### src/rtl/reset_seq_pkg.sv
// Shared definitions for the reset sequencer: FSM encodings, counter widths
// and parameter legality limits.
package reset_seq_pkg;

  // FSM state encodings; also visible on the debug `state` port
  typedef enum logic [2:0] {
    S_RESET = 3'd0,
    S_WAIT  = 3'd1,
    S_HOLD  = 3'd2,
    S_SEQ   = 3'd3,
    S_RUN   = 3'd4
  } state_t;

  // Width of the saturating lock-loss counter
  localparam int LOSS_CNT_W = 8;

  // Parameter legality limits
  localparam int MAX_DOMAINS     = 8;
  localparam int MIN_SYNC_STAGES = 2;

  // Domain index must be able to hold 0..MAX_DOMAINS
  localparam int IDX_W = $clog2(MAX_DOMAINS + 1);

  // Width of the shared hold/step counter: clog2 of the larger period,
  // never less than one bit so a period of 1 still gives a legal vector.
  function automatic int cnt_width(input int a, input int b);
    int m;
    m = (a > b) ? a : b;
    return (m <= 1) ? 1 : $clog2(m);
  endfunction

endpackage

### src/rtl/reset_sequencer_sync_chain.sv
// sync_chain: STAGES-deep single-bit flop synchroniser with synchronous clear.
// Generic enough to be reused for any slow single-bit CDC input.
module sync_chain #(
  parameter int STAGES = 2
) (
  input  logic clk,
  input  logic clr_i,
  input  logic d_i,
  output logic q_o
);

  logic [STAGES-1:0] sync_q;

  // Shift the asynchronous input through the chain; clear empties it
  always_ff @(posedge clk) begin
    if (clr_i) begin
      sync_q <= '0;
    end else begin
      sync_q <= {sync_q[STAGES-2:0], d_i};
    end
  end

  assign q_o = sync_q[STAGES-1];

endmodule

### src/rtl/reset_sequencer.sv
// reset_sequencer: turns an asynchronous MMCM `locked` into NUM_DOMAINS
// staged active-low resets. Lock must stay stable for HOLD_CYCLES before
// domain 0 is released, then one more domain is released every STEP_CYCLES.
// Any loss of lock re-asserts every reset at once.
// Optional feature macro LOCK_LOSS_CNT_EN adds an 8-bit saturating
// lock-loss counter on port `lock_loss_cnt`.
module reset_sequencer
  import reset_seq_pkg::*;
#(
  parameter int SYNC_STAGES = 2,
  parameter int HOLD_CYCLES = 1000,
  parameter int STEP_CYCLES = 16,
  parameter int NUM_DOMAINS = 3
) (
  input  logic                   clk,
  input  logic                   btnC,
  input  logic                   locked_in,
  output logic [NUM_DOMAINS-1:0] reset_n,
  output logic                   ready,
  output logic [2:0]             state
`ifdef LOCK_LOSS_CNT_EN
  ,
  output logic [LOSS_CNT_W-1:0]  lock_loss_cnt
`endif
);

  localparam int CNT_W = cnt_width(HOLD_CYCLES, STEP_CYCLES);
  localparam logic [CNT_W-1:0]       HOLD_LAST = CNT_W'(HOLD_CYCLES - 1);
  localparam logic [CNT_W-1:0]       STEP_LAST = CNT_W'(STEP_CYCLES - 1);
  localparam logic [IDX_W-1:0]       IDX_LAST  = IDX_W'(NUM_DOMAINS - 1);
  localparam logic [NUM_DOMAINS-1:0] DOM_ONE   = NUM_DOMAINS'(1);

  logic                   locked_s;
  logic                   lock_lost;
  state_t                 state_q;
  logic [CNT_W-1:0]       cnt_q;
  logic [IDX_W-1:0]       idx_q;
  logic [NUM_DOMAINS-1:0] reset_n_q;
  logic                   ready_q;

  sync_chain #(
    .STAGES(SYNC_STAGES)
  ) u_sync (
    .clk   (clk),
    .clr_i (btnC),
    .d_i   (locked_in),
    .q_o   (locked_s)
  );

  // Lock dropped while a sequence was in progress or complete
  assign lock_lost = !locked_s &&
                     (state_q == S_HOLD || state_q == S_SEQ || state_q == S_RUN);

  // Main sequencing FSM; every output is a register updated here
  always_ff @(posedge clk) begin
    if (btnC) begin
      state_q   <= S_RESET;
      cnt_q     <= '0;
      idx_q     <= '0;
      reset_n_q <= '0;
      ready_q   <= 1'b0;
    end else if (lock_lost) begin
      // Drop every domain together; ordering only matters on release
      state_q   <= S_WAIT;
      cnt_q     <= '0;
      idx_q     <= '0;
      reset_n_q <= '0;
      ready_q   <= 1'b0;
    end else begin
      case (state_q)
        S_RESET: begin
          state_q <= S_WAIT;
        end
        S_WAIT: begin
          if (locked_s) begin
            state_q <= S_HOLD;
            cnt_q   <= '0;
          end
        end
        S_HOLD: begin
          if (cnt_q == HOLD_LAST) begin
            cnt_q     <= '0;
            idx_q     <= IDX_W'(1);
            reset_n_q <= DOM_ONE;
            if (NUM_DOMAINS == 1) begin
              ready_q <= 1'b1;
              state_q <= S_RUN;
            end else begin
              state_q <= S_SEQ;
            end
          end else begin
            cnt_q <= cnt_q + CNT_W'(1);
          end
        end
        S_SEQ: begin
          if (cnt_q == STEP_LAST) begin
            cnt_q     <= '0;
            idx_q     <= idx_q + IDX_W'(1);
            // Shift in a one so the output stays a thermometer code
            reset_n_q <= (reset_n_q << 1) | DOM_ONE;
            if (idx_q == IDX_LAST) begin
              ready_q <= 1'b1;
              state_q <= S_RUN;
            end
          end else begin
            cnt_q <= cnt_q + CNT_W'(1);
          end
        end
        S_RUN: begin
          state_q <= S_RUN;
        end
        default: begin
          state_q   <= S_RESET;
          cnt_q     <= '0;
          idx_q     <= '0;
          reset_n_q <= '0;
          ready_q   <= 1'b0;
        end
      endcase
    end
  end

  assign reset_n = reset_n_q;
  assign ready   = ready_q;
  assign state   = state_q;

`ifdef LOCK_LOSS_CNT_EN
  logic [LOSS_CNT_W-1:0] loss_q;
  logic [LOSS_CNT_W-1:0] loss_d;

  // Saturating increment: sticks at all-ones
  always_comb begin
    loss_d = loss_q;
    if (lock_lost && (loss_q != {LOSS_CNT_W{1'b1}})) begin
      loss_d = loss_q + LOSS_CNT_W'(1);
    end
  end

  // Lock-loss counter; only btnC clears it
  always_ff @(posedge clk) begin
    if (btnC) begin
      loss_q <= '0;
    end else begin
      loss_q <= loss_d;
    end
  end

  assign lock_loss_cnt = loss_q;
`endif

endmodule

### config.mk
export PLATFORM = sky130hd
export DESIGN_NAME = reset_sequencer
export DESIGN_NICKNAME = d
export VERILOG_FILES = /design/src/rtl/reset_seq_pkg.sv /design/src/rtl/reset_sequencer_sync_chain.sv /design/src/rtl/reset_sequencer.sv
export SDC_FILE = /design/constraint.sdc
export NUM_CORES = 1
export LEC_CHECK = 0
export CAP_MARGIN = 0
export CELL_PAD_IN_SITES_DETAIL_PLACEMENT = 1
export CELL_PAD_IN_SITES_GLOBAL_PLACEMENT = 1
export CORE_ASPECT_RATIO = 1.2
export CORE_MARGIN = 4
export CORE_UTILIZATION = 46
export DETAILED_ROUTE_END_ITERATION = 8
export DONT_BUFFER_PORTS = 1
export HOLD_SLACK_MARGIN = 0.05
export PLACE_DENSITY_LB_ADDON = 0.1
export SYNTH_ARGS = -nofsm -noshare
export SYNTH_HDL_FRONTEND = slang
export SYNTH_SLANG_ARGS = --single-unit
### constraint.sdc
create_clock -name clk -period 2.9 [get_ports clk]
set_clock_uncertainty 0.1 [all_clocks]
set_input_delay 0.87 -clock clk [delete_from_list [all_inputs] [get_ports clk]]
set_output_delay 0.87 -clock clk [all_outputs]
set_load 0.005 [all_outputs]
Word level (Yosys, flattened, before mapping)
Cells that the tools add are included.
Word-level totals
  flip-flop bits (word level): 23
  bits in latches: 0
  memory bits (writable): 0
  ROM bits: 0
  output and inout port bits: 7
  word-level logic and storage cells: 60
  memories: 0
Cells by class
  add/subtract/negate cells: 2
  $mul: 0
  divide/modulo/power cells: 0
  magnitude comparators: 0
  equality and inequality tests: 15
  shifts and indexed selects: 0
  mux-type cells: 19
  bitwise logic cells: 3
  reduce and logical (&&, ||, !) cells: 14
Operators by type and width (count)
  $pmux W10 S4: 1
  $mux W10: 3
  $mux W3: 6
  $pmux W3 S5: 1
  $ne A3 B2 Y1 const B: 4
  $pmux W4 S3: 1
  $add A10 B1 Y10 const B: 1
  $eq A10 B10 Y1 const B: 1
  $eq A10 B4 Y1 const B: 1
  $pmux W3 S3: 1
  $mux W4: 2
  $ne A2 B1 Y1 const B: 4
  $reduce_and A4 Y1: 2
  $eq A3 B2 Y1 const B: 2
  $reduce_and A3 Y1: 2
  $add A4 B1 Y4 const B: 1
  $eq A4 B2 Y1 const B: 1
  $reduce_or A2 Y1: 2
  $reduce_or A4 Y1: 1
  $eq A3 B1 Y1 const B: 1
  $eq A3 B3 Y1 const B: 1
  $logic_not A3 Y1: 1
  $mux W1: 3
  $not A1 Y1: 3
  other kinds (6): 7

Depth between registers and ports, before layout
  depth after elaboration: 6
  gate-level depth with buffers: 7
  depth with buffers taken out: 7

Modules after synthesis
A second synthesis with hierarchy kept.
Second synthesis, totals
  cell total of the unflattened synthesis: 146
  area, all modules: 1181.1 um2
By module, submodules not included
  reset_sequencer: times used 1, cells an instance 142, area each 1128.6 um2, sequential area each 420.4 um2
  sync_chain: times used 1, cells an instance 4, area each 52.6 um2, sequential area each 40.0 um2

Worst setup path after synthesis
No wires, ideal clock.
  kind: reg2reg
  start: register cnt_q[5]
  end: register reset_n_q[1], in the netlist reset_n[1]
  setup time: 117 ps
  arrival time: 1868 ps
  setup slack: 815 ps
  cell stages (with the launch flop): 5
  path buffers: 0
  cell sequence: dfxtp_1 > or4_4 > or3b_4 > o311a_4 > a32o_1
On the way
  longest elaborated chain between the ends: 3
  elaborated cells on any way between the ends: 5
  classes of those cells: eq/ne: 4; reduce/logical: 1
RTL lines
  start: declaration: RTL line reset_sequencer.sv:36  | logic [CNT_W-1:0] cnt_q;
  start signal: assignment: RTL line reset_sequencer.sv:92  | cnt_q <= cnt_q + CNT_W'(1);
  start signal: assignment: RTL line reset_sequencer.sv:106  | cnt_q <= cnt_q + CNT_W'(1);
  $eq A10 B4 Y1 or $eq A10 B10 Y1 (tied branches): RTL line reset_sequencer.sv:96, reset_sequencer.sv:81
  $ne A2 B1 Y1 (no source line)
  $reduce_and A3 Y1 (no source line) *
  end signal: assignment: RTL line reset_sequencer.sv:100  | reset_n_q <= (reset_n_q << 1) | DOM_ONE;
  end: declaration: RTL line reset_sequencer.sv:38  | logic [NUM_DOMAINS-1:0] reset_n_q;
Every way passes the cells marked *; elsewhere a longest branch is shown, timed or not.
A chain may end at the register's enable or synchronous reset.

Final worst setup path
  start: register cnt_q[5]
  end: register idx_q[3]
On the way
  longest elaborated chain between the ends: 3
  elaborated cells on any way between the ends: 5
  classes of those cells: eq/ne: 4; reduce/logical: 1
RTL lines
  $eq A10 B4 Y1 or $eq A10 B10 Y1 (tied branches): RTL line reset_sequencer.sv:96, reset_sequencer.sv:81
  $ne A2 B1 Y1 (no source line)
  $reduce_and A3 Y1 (no source line) *
  end signal: assignment: RTL line reset_sequencer.sv:98  | idx_q <= idx_q + IDX_W'(1);
  end: declaration: RTL line reset_sequencer.sv:37  | logic [IDX_W-1:0] idx_q;
Marks and branches as above.

==> impl_metrics.py <==
metrics = {
    "run_status": {
        "outcome": "finished, final reports clean",
    },
    "grt": {
        "grt_usage_pct": 19.1,
        "grt_max_degree": 16,
        "grt-ovfl-total": 0,
        "grt_pass1_vias": 1186,
        "grt_pass1_wl_microns": 5700,
        "antenna_found_initial": 0,
    },
    "die": {
        "die_y_microns": 64.8,
        "core-area_sq_um": 2550,
        "initial_core_util_pct": 48.5,
        "fp-row-count": 20,
        "ioPinCount": 10,
        "die_w_microns": 55.3,
        "die_area_sq_um": 3590,
    },
    "cells_and_area": {
        "area_growth_pct": 5.46,
        "fin_nets": 153,
        "antennaDiodeCount": 0,
        "fin_cells": 179,
        "layout-drive-gt1-share_pct": 10.3,
    },
    "power": {
        "p_comb_share_pct": 4.2,
        "ir_drop_mv": 0.193,
        "power_density_nw_per_um2": 376,
        "swShare_pct": 22.6,
        "clockPowerShare_pct": 29.8,
        "power.share.sequential_pct": 66.0,
        "switching_power_uw": 111,
        "p_leak_nw": 0.392,
        "power.internal_uw": 380,
    },
    "sta": {
        "finalMaxSlewViolations": 0,
        "hold_violations": 0,
        "clock.fmax_mhz": 444,
        "min_period_ns": 2.25,
        "layout_setup_ws_ns": 0.649,
        "max-slew-margin-rel_pct": 50.5,
        "tightestPinTransition_ns": 0.735,
        "period_share_pct": 77.6,
        "setup_viol": 0,
        "tns_ns": 0,
        "rsz0062_at_grt": "false",
    },
    "clock_network": {
        "clock_path_buffers": 2,
        "htreeDepth": 1,
        "cts_tree": "built",
        "clk_pin_slew_ns": 0.13,
        "cts-hold-fix-buffers": 0,
        "clkLatencyLatePin_ns": 0.31,
        "cts_resized": 0,
        "clock-root-buffer": "clkbuf_4",
        "numClockSinks": 23,
        "cts_buffers": 3,
        "post-cts-setup-buffer-count": 0,
    },
    "yosys": {
        "synth-main-ff-cell": "dfxtp_1",
        "yosysSeqAreaShare_pct": 37.2,
        "synth_edf_count": 0,
        "synthesis.nets": 151,
        "synthTopCellsByArea": "dfxtp_1, nand2_1, nor2_1",
        "async_reset_ff_share_pct": 0,
        "synth_top_family_by_area": "simple AND/OR/NAND/NOR gates",
        "synth_xor_area_share_pct": 2.83,
        "yosys.area.top_type": "dfxtp_1",
        "synth_adder_area_share_pct": 3.84,
        "synth-compound-area-share_pct": 24.6,
        "yosys_warnings": 0,
        "synthSimpleGateAreaFrac_pct": 27.7,
        "netlist-cell-type-count": 44,
        "muxShareOfSynthArea_pct": 0.809,
        "avgSynthCellArea_sq_um": 8.53,
        "yosysTopAreaCellShare_pct": 37.2,
        "ys_seq_elements": 23,
        "synthesis.area_sq_um": 1240,
        "synthCells": 145,
    },
    "worst_setup_path": {
        "cp-end-kind": "flip-flop",
        "critical_path_required_ns": 3.02,
        "timing.rr.end": "idx_q[3]",
        "reg2reg_slack_ns": 0.65,
        "cp.arrival_ns": 2.37,
        "r2r_start": "cnt_q[5]",
        "worstSetupPathType": "flip-flop to flip-flop",
        "critPathLaunchType": "flip-flop",
        "critPathMaxFanout": 6,
        "rr_worst_depth": 5,
    },
    "worst_hold_path": {
        "hold_path_depth": 1,
        "holdCritStartpoint": "u_sync.sync_q[0]",
        "hold_class": "flip-flop to flip-flop",
        "hold_end": "u_sync.sync_q[1]",
    },
    "route": {
        "ant_nets": 0,
        "finalWirelength_microns": 3090,
        "dr.pass1.iters": 6,
        "wl_per_cell_microns": 17.3,
        "via_per_inst": 6.21,
        "drcViolationCount": 0,
        "drtIter0Drc": 39,
        "vias": 1111,
    },
    "flow_run": {
        "maxCapViolCount": 0,
    },
    "place": {
        "gp_congestion": 0.856,
        "port_buffers": 0,
        "dpl.hpwl_microns": 2360,
        "place_inst": 175,
        "pre_cts_ws_ns": 0.644,
    },
}
## critical path, cell delays in order, from the launching register on
cell and delay (ns):
dfxtp_1 0.38, or4_4 0.55, or3b_4 0.46, nor4_4 0.24
a41oi_1 0.17, a311oi_1 0.27
## layer usage
layer	GRT usage (%)	part of all wire, %
met5	0	0
met4	4.56	0.52
met3	1.79	1.0
met2	37.0	53
met1	22.4	45
## cell families after synthesis
kind of cell,after synthesis
flops,23
simple gates,62
fa+ha+maj,4
compound gates,41
mux,1
xor+xnor,4
buf+inv,10
## registers in the layout, indices dropped and copies added (netlist names)
signal / flops
cnt_q: 10
idx_q: 4
ready: 1
reset_n: 3
state: 3
u_sync.sync_q: 2
## worst max-delay path by stage
stage                   from    endpoint  slack [ns]  cells past startpoint
finish              cnt_q[5]    idx_q[3]        0.65                      5
detailed placement  cnt_q[5]    idx_q[3]        0.64                      4
CTS                 cnt_q[5]    idx_q[3]        0.61                      5
global route        state[0]    cnt_q[9]        0.38                      5
floorplan           cnt_q[5]  reset_n[1]        0.81                      4
global placement    cnt_q[5]  reset_n[2]        0.77                      4
## Yosys cell counts (2+ instances only)
cell type	n
nor4b_1	2
nand2b_1	2
nand3_1	7
nand4_1	3
xnor2_1	4
clkbuf_1	5
nor2_1	13
nor3_1	4
a311oi_1	2
o21ai_0	3
ha_1	3
nand2_1	14
a211oi_1	5
or2_2	3
a31oi_1	4
a22oi_1	2
inv_1	4
nand3b_1	3
a32o_1	3
nor2b_1	4
a21oi_1	9
o21a_1	2
dfxtp_1	23
## power by group through the flow
stage / registers [mW] / clock network, mW / logic [mW]
5_1_grt: 0.325 / 0.166 / 0.0230
6_report: 0.324 / 0.146 / 0.0206
3_5_place_dp: 0.331 / 0 / 0.0207
2_1_floorplan: 0.327 / 0 / 0.0170
3_3_place_gp: 0.331 / 0 / 0.0203
4_1_cts: 0.324 / 0.153 / 0.0206
## placed cells by master (no fill, tap or decap), types with 2 or more instances in the layout
cell type,n
nor3_1,4
or2_2,3
nor2_1,13
clkbuf_4,3
a32o_1,3
nor4b_1,2
a21oi_1,9
nor2b_1,4
a22oi_1,2
xnor2_1,4
nand3_1,7
buf_4,3
a31oi_1,4
nand4_1,3
o21ai_0,3
nand2_1,14
dfxtp_1,23
nand2b_1,2
a311oi_1,2
o21a_1,2
a211oi_1,5
inv_1,4
ha_1,3
nand3b_1,3
## cell type report
type,count,area (sq um)
repair buffers,3,22.5
inverters,4,15.0
well taps,33,41.3
clock buffers,4,26.3
flip-flops and latches,23,460
fillers,332,1250
multi-input cells,112,739
## through the flow
stage / hold WS, ns / utilization (%) / area [sq um] / power [mW]
finish: 0.352 / 51.1 / 1310 / 0.491
global route: 0.362 / 51.1 / 1310 / 0.514
CTS: 0.352 / 51.1 / 1310 / 0.497
detailed placement: 0.325 / 50.1 / 1280 / 0.352
global placement: 0.316 / 50.1 / 1280 / 0.351
floorplan: 0.314 / - / 1240 / 0.344
(Power assumes the default switching activity.)
